**src/rtl/audio_ram_pkg.sv**
```systemverilog
// audio_ram_pkg: shared address width, FSM state encoding and timeout width helper
package audio_ram_pkg;
  localparam int RAM_ADDR_W = 26;
  typedef enum logic [2:0] {
    S_IDLE      = 3'd0,
    S_REC       = 3'd1,
    S_REC_WR    = 3'd2,
    S_PLAY_REQ  = 3'd3,
    S_PLAY_WAIT = 3'd4,
    S_PLAY_ACK  = 3'd5,
    S_PLAY_HOLD = 3'd6
  } state_e;
  function automatic int to_width(input int t);
    return $clog2(t + 1);
  endfunction
endpackage

```
**src/rtl/audio_ram_sequencer.sv**
```systemverilog
// audio_ram_sequencer: records audio samples into the RAM wrapper and plays them back one read at a time
module audio_ram_sequencer
  import audio_ram_pkg::*;
#(
  parameter int DATA_BYTE_WIDTH = 2,
  parameter int RD_TIMEOUT      = 1023
) (
  input  logic                          clk,
  input  logic                          reset,
  input  logic                          rdy,
  input  logic                          rd_data_pres,
  input  logic [8*DATA_BYTE_WIDTH-1:0]  ram_rd_data,
  input  logic [RAM_ADDR_W-1:0]         max_ram_address,
  output logic [RAM_ADDR_W-1:0]         address,
  output logic [8*DATA_BYTE_WIDTH-1:0]  data_in,
  output logic                          write_enable,
  output logic                          read_request,
  output logic                          read_ack,
  input  logic                          rec_start,
  input  logic                          play_start,
  input  logic                          stop,
  input  logic [8*DATA_BYTE_WIDTH-1:0]  sample_in,
  input  logic                          sample_in_valid,
  output logic [8*DATA_BYTE_WIDTH-1:0]  sample_out,
  output logic                          sample_out_valid,
  input  logic                          sample_out_req,
  output logic                          recording,
  output logic                          playing,
  output logic [RAM_ADDR_W-1:0]         rec_length,
  output logic                          overflow,
  output logic                          timeout_err
);
  localparam int SW   = 8 * DATA_BYTE_WIDTH;
  localparam int TO_W = to_width(RD_TIMEOUT);
  typedef logic [RAM_ADDR_W-1:0] addr_t;
  state_e          state_q, state_d;
  addr_t           wr_ptr_q, wr_ptr_d, rd_ptr_q, rd_ptr_d, address_q, address_d, rec_length_q, rec_length_d;
  logic [TO_W-1:0] to_cnt_q, to_cnt_d;
  logic [SW-1:0]   data_in_q, data_in_d, sample_out_q, sample_out_d;
  logic            write_enable_q, write_enable_d, read_request_q, read_request_d, read_ack_q, read_ack_d;
  logic            sample_out_valid_q, sample_out_valid_d, recording_q, recording_d, playing_q, playing_d;
  logic            overflow_q, overflow_d, timeout_err_q, timeout_err_d, stop_pend_q, stop_pend_d;
  // next-state and registered-output logic; loss of rdy overrides every other transition
  always_comb begin
    state_d = state_q;
    wr_ptr_d = wr_ptr_q;
    rd_ptr_d = rd_ptr_q;
    address_d = address_q;
    rec_length_d = rec_length_q;
    to_cnt_d = to_cnt_q;
    data_in_d = data_in_q;
    sample_out_d = sample_out_q;
    sample_out_valid_d = sample_out_valid_q;
    recording_d = recording_q;
    playing_d = playing_q;
    overflow_d = overflow_q;
    timeout_err_d = timeout_err_q;
    stop_pend_d = stop_pend_q;
    write_enable_d = 1'b0;
    read_request_d = 1'b0;
    read_ack_d = 1'b0;
    if (state_q != S_IDLE && !rdy) begin
      state_d = S_IDLE;
      sample_out_valid_d = 1'b0;
      recording_d = 1'b0;
      playing_d = 1'b0;
      stop_pend_d = 1'b0;
      if (recording_q) rec_length_d = wr_ptr_q + addr_t'(state_q == S_REC_WR);
      if (state_q == S_PLAY_REQ || state_q == S_PLAY_WAIT) timeout_err_d = 1'b1;
    end else begin
      case (state_q)
        S_IDLE: begin
          stop_pend_d = 1'b0;
          if (rdy && rec_start) begin
            state_d = S_REC;
            wr_ptr_d = '0;
            recording_d = 1'b1;
            overflow_d = 1'b0;
            timeout_err_d = 1'b0;
          end else if (rdy && play_start && rec_length_q != '0) begin
            state_d = S_PLAY_REQ;
            rd_ptr_d = '0;
            address_d = '0;
            read_request_d = 1'b1;
            playing_d = 1'b1;
            overflow_d = 1'b0;
            timeout_err_d = 1'b0;
          end
        end
        S_REC: begin
          if (stop) begin
            state_d = S_IDLE;
            recording_d = 1'b0;
            rec_length_d = wr_ptr_q;
          end else if (sample_in_valid) begin
            state_d = S_REC_WR;
            write_enable_d = 1'b1;
            address_d = wr_ptr_q;
            data_in_d = sample_in;
          end
        end
        S_REC_WR: begin
          wr_ptr_d = wr_ptr_q + 1'b1;
          if (sample_in_valid) overflow_d = 1'b1;
          if (stop || wr_ptr_q == max_ram_address) begin
            state_d = S_IDLE;
            recording_d = 1'b0;
            rec_length_d = wr_ptr_q + 1'b1;
          end else begin
            state_d = S_REC;
          end
        end
        S_PLAY_REQ: begin
          state_d = S_PLAY_WAIT;
          to_cnt_d = '0;
          if (stop) stop_pend_d = 1'b1;
        end
        S_PLAY_WAIT: begin
          if (stop) stop_pend_d = 1'b1;
          if (rd_data_pres) begin
            state_d = S_PLAY_ACK;
            read_ack_d = 1'b1;
          end else if (to_cnt_q == TO_W'(RD_TIMEOUT - 1)) begin
            state_d = S_IDLE;
            playing_d = 1'b0;
            timeout_err_d = 1'b1;
            stop_pend_d = 1'b0;
          end else begin
            to_cnt_d = to_cnt_q + 1'b1;
          end
        end
        S_PLAY_ACK: begin
          if (stop_pend_q || stop) begin
            state_d = S_IDLE;
            playing_d = 1'b0;
            stop_pend_d = 1'b0;
          end else begin
            state_d = S_PLAY_HOLD;
            sample_out_d = ram_rd_data;
            sample_out_valid_d = 1'b1;
          end
        end
        S_PLAY_HOLD: begin
          if (stop) begin
            state_d = S_IDLE;
            sample_out_valid_d = 1'b0;
            playing_d = 1'b0;
          end else if (sample_out_req) begin
            sample_out_valid_d = 1'b0;
            rd_ptr_d = rd_ptr_q + 1'b1;
            if (rd_ptr_q == rec_length_q - 1'b1) begin
              state_d = S_IDLE;
              playing_d = 1'b0;
            end else begin
              state_d = S_PLAY_REQ;
              read_request_d = 1'b1;
              address_d = rd_ptr_q + 1'b1;
            end
          end
        end
        default: state_d = S_IDLE;
      endcase
    end
  end
  // state and output registers with synchronous active-low reset
  always_ff @(posedge clk) begin
    if (!reset) begin
      state_q <= S_IDLE;
      wr_ptr_q <= '0;
      rd_ptr_q <= '0;
      address_q <= '0;
      rec_length_q <= '0;
      to_cnt_q <= '0;
      data_in_q <= '0;
      sample_out_q <= '0;
      sample_out_valid_q <= 1'b0;
      write_enable_q <= 1'b0;
      read_request_q <= 1'b0;
      read_ack_q <= 1'b0;
      recording_q <= 1'b0;
      playing_q <= 1'b0;
      overflow_q <= 1'b0;
      timeout_err_q <= 1'b0;
      stop_pend_q <= 1'b0;
    end else begin
      state_q <= state_d;
      wr_ptr_q <= wr_ptr_d;
      rd_ptr_q <= rd_ptr_d;
      address_q <= address_d;
      rec_length_q <= rec_length_d;
      to_cnt_q <= to_cnt_d;
      data_in_q <= data_in_d;
      sample_out_q <= sample_out_d;
      sample_out_valid_q <= sample_out_valid_d;
      write_enable_q <= write_enable_d;
      read_request_q <= read_request_d;
      read_ack_q <= read_ack_d;
      recording_q <= recording_d;
      playing_q <= playing_d;
      overflow_q <= overflow_d;
      timeout_err_q <= timeout_err_d;
      stop_pend_q <= stop_pend_d;
    end
  end
  assign address = address_q;
  assign data_in = data_in_q;
  assign write_enable = write_enable_q;
  assign read_request = read_request_q;
  assign read_ack = read_ack_q;
  assign sample_out = sample_out_q;
  assign sample_out_valid = sample_out_valid_q;
  assign recording = recording_q;
  assign playing = playing_q;
  assign rec_length = rec_length_q;
  assign overflow = overflow_q;
  assign timeout_err = timeout_err_q;
endmodule

```
**config.mk**
```make
export PLATFORM = sky130hd
export DESIGN_NAME = audio_ram_sequencer
export DESIGN_NICKNAME = d
export VERILOG_FILES = /design/src/rtl/audio_ram_pkg.sv /design/src/rtl/audio_ram_sequencer.sv
export SDC_FILE = /design/constraint.sdc
export NUM_CORES = 1
export LEC_CHECK = 0
export ABC_CLOCK_PERIOD_IN_PS = 3000
export BUFFER_PORTS_ARGS = -buffer_cell sky130_fd_sc_hd__buf_2
export CORE_ASPECT_RATIO = 1.5
export CORE_MARGIN = 5
export CORE_UTILIZATION = 53
export CTS_BUF_LIST = sky130_fd_sc_hd__clkbuf_8
export DETAILED_ROUTE_END_ITERATION = 12
export GPL_TIMING_DRIVEN = 0
export MAX_ROUTING_LAYER = met4
export PLACE_DENSITY_LB_ADDON = 0.05
export RECOVER_POWER = 100
export SKIP_CTS_REPAIR_TIMING = 1
export SLEW_MARGIN = 0
export SYNTH_ARGS = -nofsm -noshare
export SYNTH_HDL_FRONTEND = slang
export SYNTH_SLANG_ARGS = --single-unit
```
**constraint.sdc**
```tcl
create_clock -name clk -period 3 [get_ports clk]
set_input_delay 0.75 -clock clk [delete_from_list [all_inputs] [get_ports clk]]
set_output_delay 0.75 -clock clk [all_outputs]
set_load 0.02 [all_outputs]
```
# Word level (Yosys, flattened, before mapping)
# Cells that the tools add are included.
[word_totals] register_bits=158 in_bits=67 elab_cells=174
[classes] n_addsub=5 eq_ne=37 mux=71 bitwise_logic=6 reduce_logical=38
[ops] op="$mux 26" count=14
[ops] op="$pmux 26 s2" count=3
[ops] op="$pmux 26 s3" count=1
[ops] op="$add 26x1->26 const B" count=2
[ops] op="$eq 26x26->1" count=2
[ops] op="$mux 1" count=32
[ops] op="$ne 2x2->1 const B" count=15
[ops] op="$mux 3" count=9
[ops] op="$add 26x1->26" count=1
[ops] op="$reduce_bool 26->1" count=1
[ops] op="$sub 26x1->26 const B" count=1
[ops] op="$reduce_and 4->1" count=6
[ops] op="$pmux 3 s7" count=1
[ops] op="$mux 10" count=2
[ops] op="$pmux 10 s2" count=1
[ops] op="$ne 3x3->1 const B" count=6
[ops] op="$reduce_bool 3->1" count=5
[ops] op="$add 10x1->10 const B" count=1
[ops] op="$eq 10x10->1 const B" count=1
[ops] op="$eq 3x3->1 const B" count=3
[ops] op="$ne 3x2->1 const B" count=3
[ops] op="$reduce_and 3->1" count=3
[ops] op="$reduce_and 9->1" count=1
[ops] op="$pmux 1 s2" count=4
[ops] op="other kinds (21)" count=39

# Longest topological paths before layout
[depth] ltp_word=6 depth_mapped=14 ltp_nobuf=12

# Worst setup path after synthesis
# Ideal clock, no wire load.
[synth_timing] kind="reg2reg" start="register rec_length_q[0], in the netlist rec_length[0]" end="register address_q[11], in the netlist address[11]" setup_ns=0.072 arrival_time_ns=2.867 t_required_ns=2.928 slack_ns=0.062 stages_incl_launch_ff=14 n_path_buf=3 cell_sequence="dfxtp_1 -> inv_1 -> ha_1 -> or3b_2 -> clkbuf_2 -> nor4_4 -> nand4_1 -> or3_1 -> a21oi_2 -> nand4_2 -> o21ai_2 -> buf_6 -> buf_12 -> mux2i_1"
[synth_via] elab_chain_len=4
[synth_rtl] item="start: declaration" line="audio_ram_sequencer.sv:37" text="addr_t wr_ptr_q, wr_ptr_d, rd_ptr_q, rd_ptr_d, address_q, address_d, rec_length_q, rec_length_d;"
[synth_rtl] item="start signal: assignment" line="audio_ram_sequencer.sv:190" text="rec_length_q <= rec_length_d;"
[synth_rtl] item="$sub 26x1->26 or $reduce_bool 26->1 (tied branches)" line="audio_ram_sequencer.sv:151, audio_ram_sequencer.sv:80"
[synth_rtl] item="$eq 26x26->1 or $logic_and 1x1->1 (tied branches)" line="audio_ram_sequencer.sv:151, audio_ram_sequencer.sv:80"
[synth_rtl] item="$ne 2x2->1 (no line)"
[synth_rtl] item="$reduce_and 9->1 (no line) *"
[synth_rtl] item="end signal: assignment" line="audio_ram_sequencer.sv:189" text="address_q <= address_d;"
[synth_rtl] item="end: declaration" line="audio_ram_sequencer.sv:37"
# Mark *: on every way between the ends. The rest lies on a longest branch, timed or not.
# A chain may end at the register's enable or synchronous reset.

# Worst setup path after layout
[layout_timing] start="register rec_length_q[0], in the netlist rec_length[0]" end="register address_q[1], in the netlist address[1]"
# The elaborated chain is that of the path after synthesis.

==> out/qor.csv <==
stage,metric,value,unit
outcome,status,"finished, violations left",
outcome,violations,negative setup slack,
cts,clk_latency,0.48,ns
power,peakVddDrop,0.7853,mV
placed_design,dp_hpwl,24710,um
logic_synthesis,yosys_warnings,0,
logic_synthesis,synthArstFlopShare,0,%
final_layout,fin_util,63.03,%
logic_synthesis,synthTopCellsByArea,"dfxtp_1 34%, nand2_1 8.8%, xnor2_1 7.3%",
worst_setup_path,r2r_setup_slack,-0.03,ns
routing,drt_first_iter_violations,885,
floorplanning,initial_core_util,53.31,%
timing,clock_skew,0.01603,ns
global_routing,grt_pass1_vias,8870,
placed_design,port_buffers,157,
logic_synthesis,ys_seq_area_share,34.50,%
logic_synthesis,synth_edf_count,0,
final_layout,antennaDiodeCount,0,
logic_synthesis,synth_ff_type,dfxtp_1,
final_layout,nNetsFinal,1453,
placed_design,dpl_cell_area,10220,um^2
placed_design,globalplace.congestion,1.029,
routing,ant_nets,0,
floorplanning,die_y,171.1,um
global_routing,grt_use_total,31.70,%
routing,post_drt_wl_per_cell,20.29,um
routing,first_pass_iters,5,
logic_synthesis,synthesis.area,9169,um^2
timing,tightest_slew,0.8346,ns
cts,path_clk_slew,0.10,ns
final_layout,fill_cells,1696,
final_layout,final_cell_area,10840,um^2
floorplanning,coreArea,17200,um^2
worst_setup_path,critical_path_class,register to register,
worst_setup_path,crit_arrival,3.43,ns
logic_synthesis,synthTopCellsByCount,"216 x nand2_1, 158 x dfxtp_1, 124 x nor2_1",
power,powerDensity,817.9,nW/um^2
timing,layout_setup_ws,-0.03285,ns
timing,relSlewSlack,44.36,%
cts,cts.sinks,158,
worst_setup_path,endpoint_kind,register,
global_routing,overflow,0,
timing,rsz0062_at_grt,yes,
logic_synthesis,ys_types,71,
worst_setup_path,required,3.40,ns
cts,cts_buffers,17,
final_layout,drive_gt1_share,16.33,%
worst_setup_path,critical-path-max-stage-delay,0.43,ns
worst_setup_path,critPathLaunchType,register,
routing,wl,32530,um
floorplanning,ios,159,
power,p_leak,3.867,nW
cts,htree_levels,4,
worst_setup_path,crit_top_cell,buf_6,
global_routing,grt_first_pass_wirelength,48650,um
logic_synthesis,syn_nets,1280,
cts,cts_tree,yes,
logic_synthesis,syn_inst,1205,
worst_setup_path,crit_chain,inv_2 > ha_4 > or3b_4 > nor4_4 > nand4_1 > or3_1 > a21oi_2 > nand4_4 > o21ai_2 > buf_6 > buf_6 > mux2i_1,
timing,setup_tns,-0.2934,ns
floorplanning,std_cell_rows,59,
job,maxCapViolCount,0,
timing,fmax,329.7,MHz
power,total_power,8.867,mW
cts,cts_buffer_depth,2,
routing,vias_per_cell,5.983,
logic_synthesis,synth_largest_area_cell,dfxtp_1,
global_routing,grt_max_degree,17,
timing,period_minus_slack,3.033,ns
timing,setup_viol,16,
timing,fin_crit_sh,101.1,%
final_layout,syn2layout_area_growth,18.24,%
logic_synthesis,synth_top_area_share,34.50,%
min_path,hold_class,register to register,
timing,maxSlewViolCount,0,
routing,drc,0,
worst_setup_path,cp_top_family,simple AND/OR/NAND/NOR gates,
worst_setup_path,slowest_stage,or3b_4,
logic_synthesis,synth_area_per_cell,7.609,um^2
timing,hold_viol,0,
floorplanning,die_area,20080,um^2
global_routing,antenna_found_initial,0,
routing,dr_total_vias,9591,
logic_synthesis,ys_ff_latch,158,
worst_setup_path,critPathMaxFanout,8,
logic_synthesis,yosysMostFrequentCell,nand2_1,
worst_setup_path,cp_num_buf_inv,3,
floorplanning,die_width,117.4,um
timing,hold-worst-slack,0.4591,ns
cts,root_buffer,clkbuf_8,
cells by family after synthesis:
logic type / after synthesis / share of synthesized area (%)
compound gates: 231 / 15.49
buf+inv: 112 / 5.404
flops: 158 / 34.50
simple gates: 540 / 27.88
xor+xnor: 103 / 9.839
fa+ha+maj: 8 / 1.092
mux: 53 / 5.800
layout make-up:
| type | instances | area, um^2 | area share, % |
|---|---|---|---|
| Inverter | 17 | 70.07 | 0.6463 |
| Sequential cell | 158 | 3189 | 29.42 |
| Tap cell | 213 | 266.5 | 2.458 |
| Multi-Input combinational cell | 935 | 5652 | 52.13 |
| Clock buffer | 17 | 234.0 | 2.158 |
| Buffer | 72 | 364.1 | 3.358 |
| Timing Repair Buffer | 177 | 888.4 | 8.194 |
| Clock inverter | 14 | 177.7 | 1.639 |
report_power, final:
group          switching (mW)  total (mW)  internal, mW
combinational            2.63        4.57          1.94
clock                   0.918        1.69         0.768
sequential              0.301        2.61          2.31
state kept, by name, summed over array words and instances, names as in the netlist, 3 cells and up:
register / flops
to_cnt_q: 10
data_in: 16
sample_out: 16
address: 26
rd_ptr_q: 26
rec_length: 26
state_q: 3
wr_ptr_q: 26
stage by stage:
step / instances / worst slack [ns]
3_5_place_dp: 1575 / -0.7533
6_report: 1603 / -0.03285
3_3_place_gp: 1575 / -0.7828
5_1_grt: 1603 / -0.1326
2_1_floorplan: 1205 / 0.06188
4_1_cts: 1606 / -0.6511
tightest hold or removal path, delay by kind of cell, from the launching register on:
family           cells  cell delay, ns
AND/OR/NAND/NOR      1            0.05
AO/OA/AOI/OAI        1            0.05
flip-flops           1            0.32
placed cells by master (no fill, tap or decap), types with 27 or more instances in the layout:
cell type  netlist  layout
xor2_1          27      27
o21ai_0         49      49
xnor2_1         76      76
buf_2            9      96
nand4_1         28      28
nand3_1         30      30
nor2_1         124     120
mux2i_1         52      52
clkbuf_1        76     116
nor3_1          42      39
a21oi_1         85      85
nand2_1        216     215
dfxtp_1        158     145
worst paths after layout:
kind | start | endpoint | cells after the start
worst max register to register | rec_length[0] | address[1] | 12
worst max-delay path | rec_length[0] | address[1] | 12
worst min register to register | sample_out[13] | sample_out[13] | 2
worst min-delay path | sample_out[13] | sample_out[13] | 2
routing by layer:
layer | wire length [um] | track usage, %
met1 | 12310 | 35.17
met2 | 16120 | 53.40
met3 | 2101 | 5.853
met4 | 1999 | 18.17
met5 | 0 | -
Note: power is estimated with default switching activity, not from simulation.
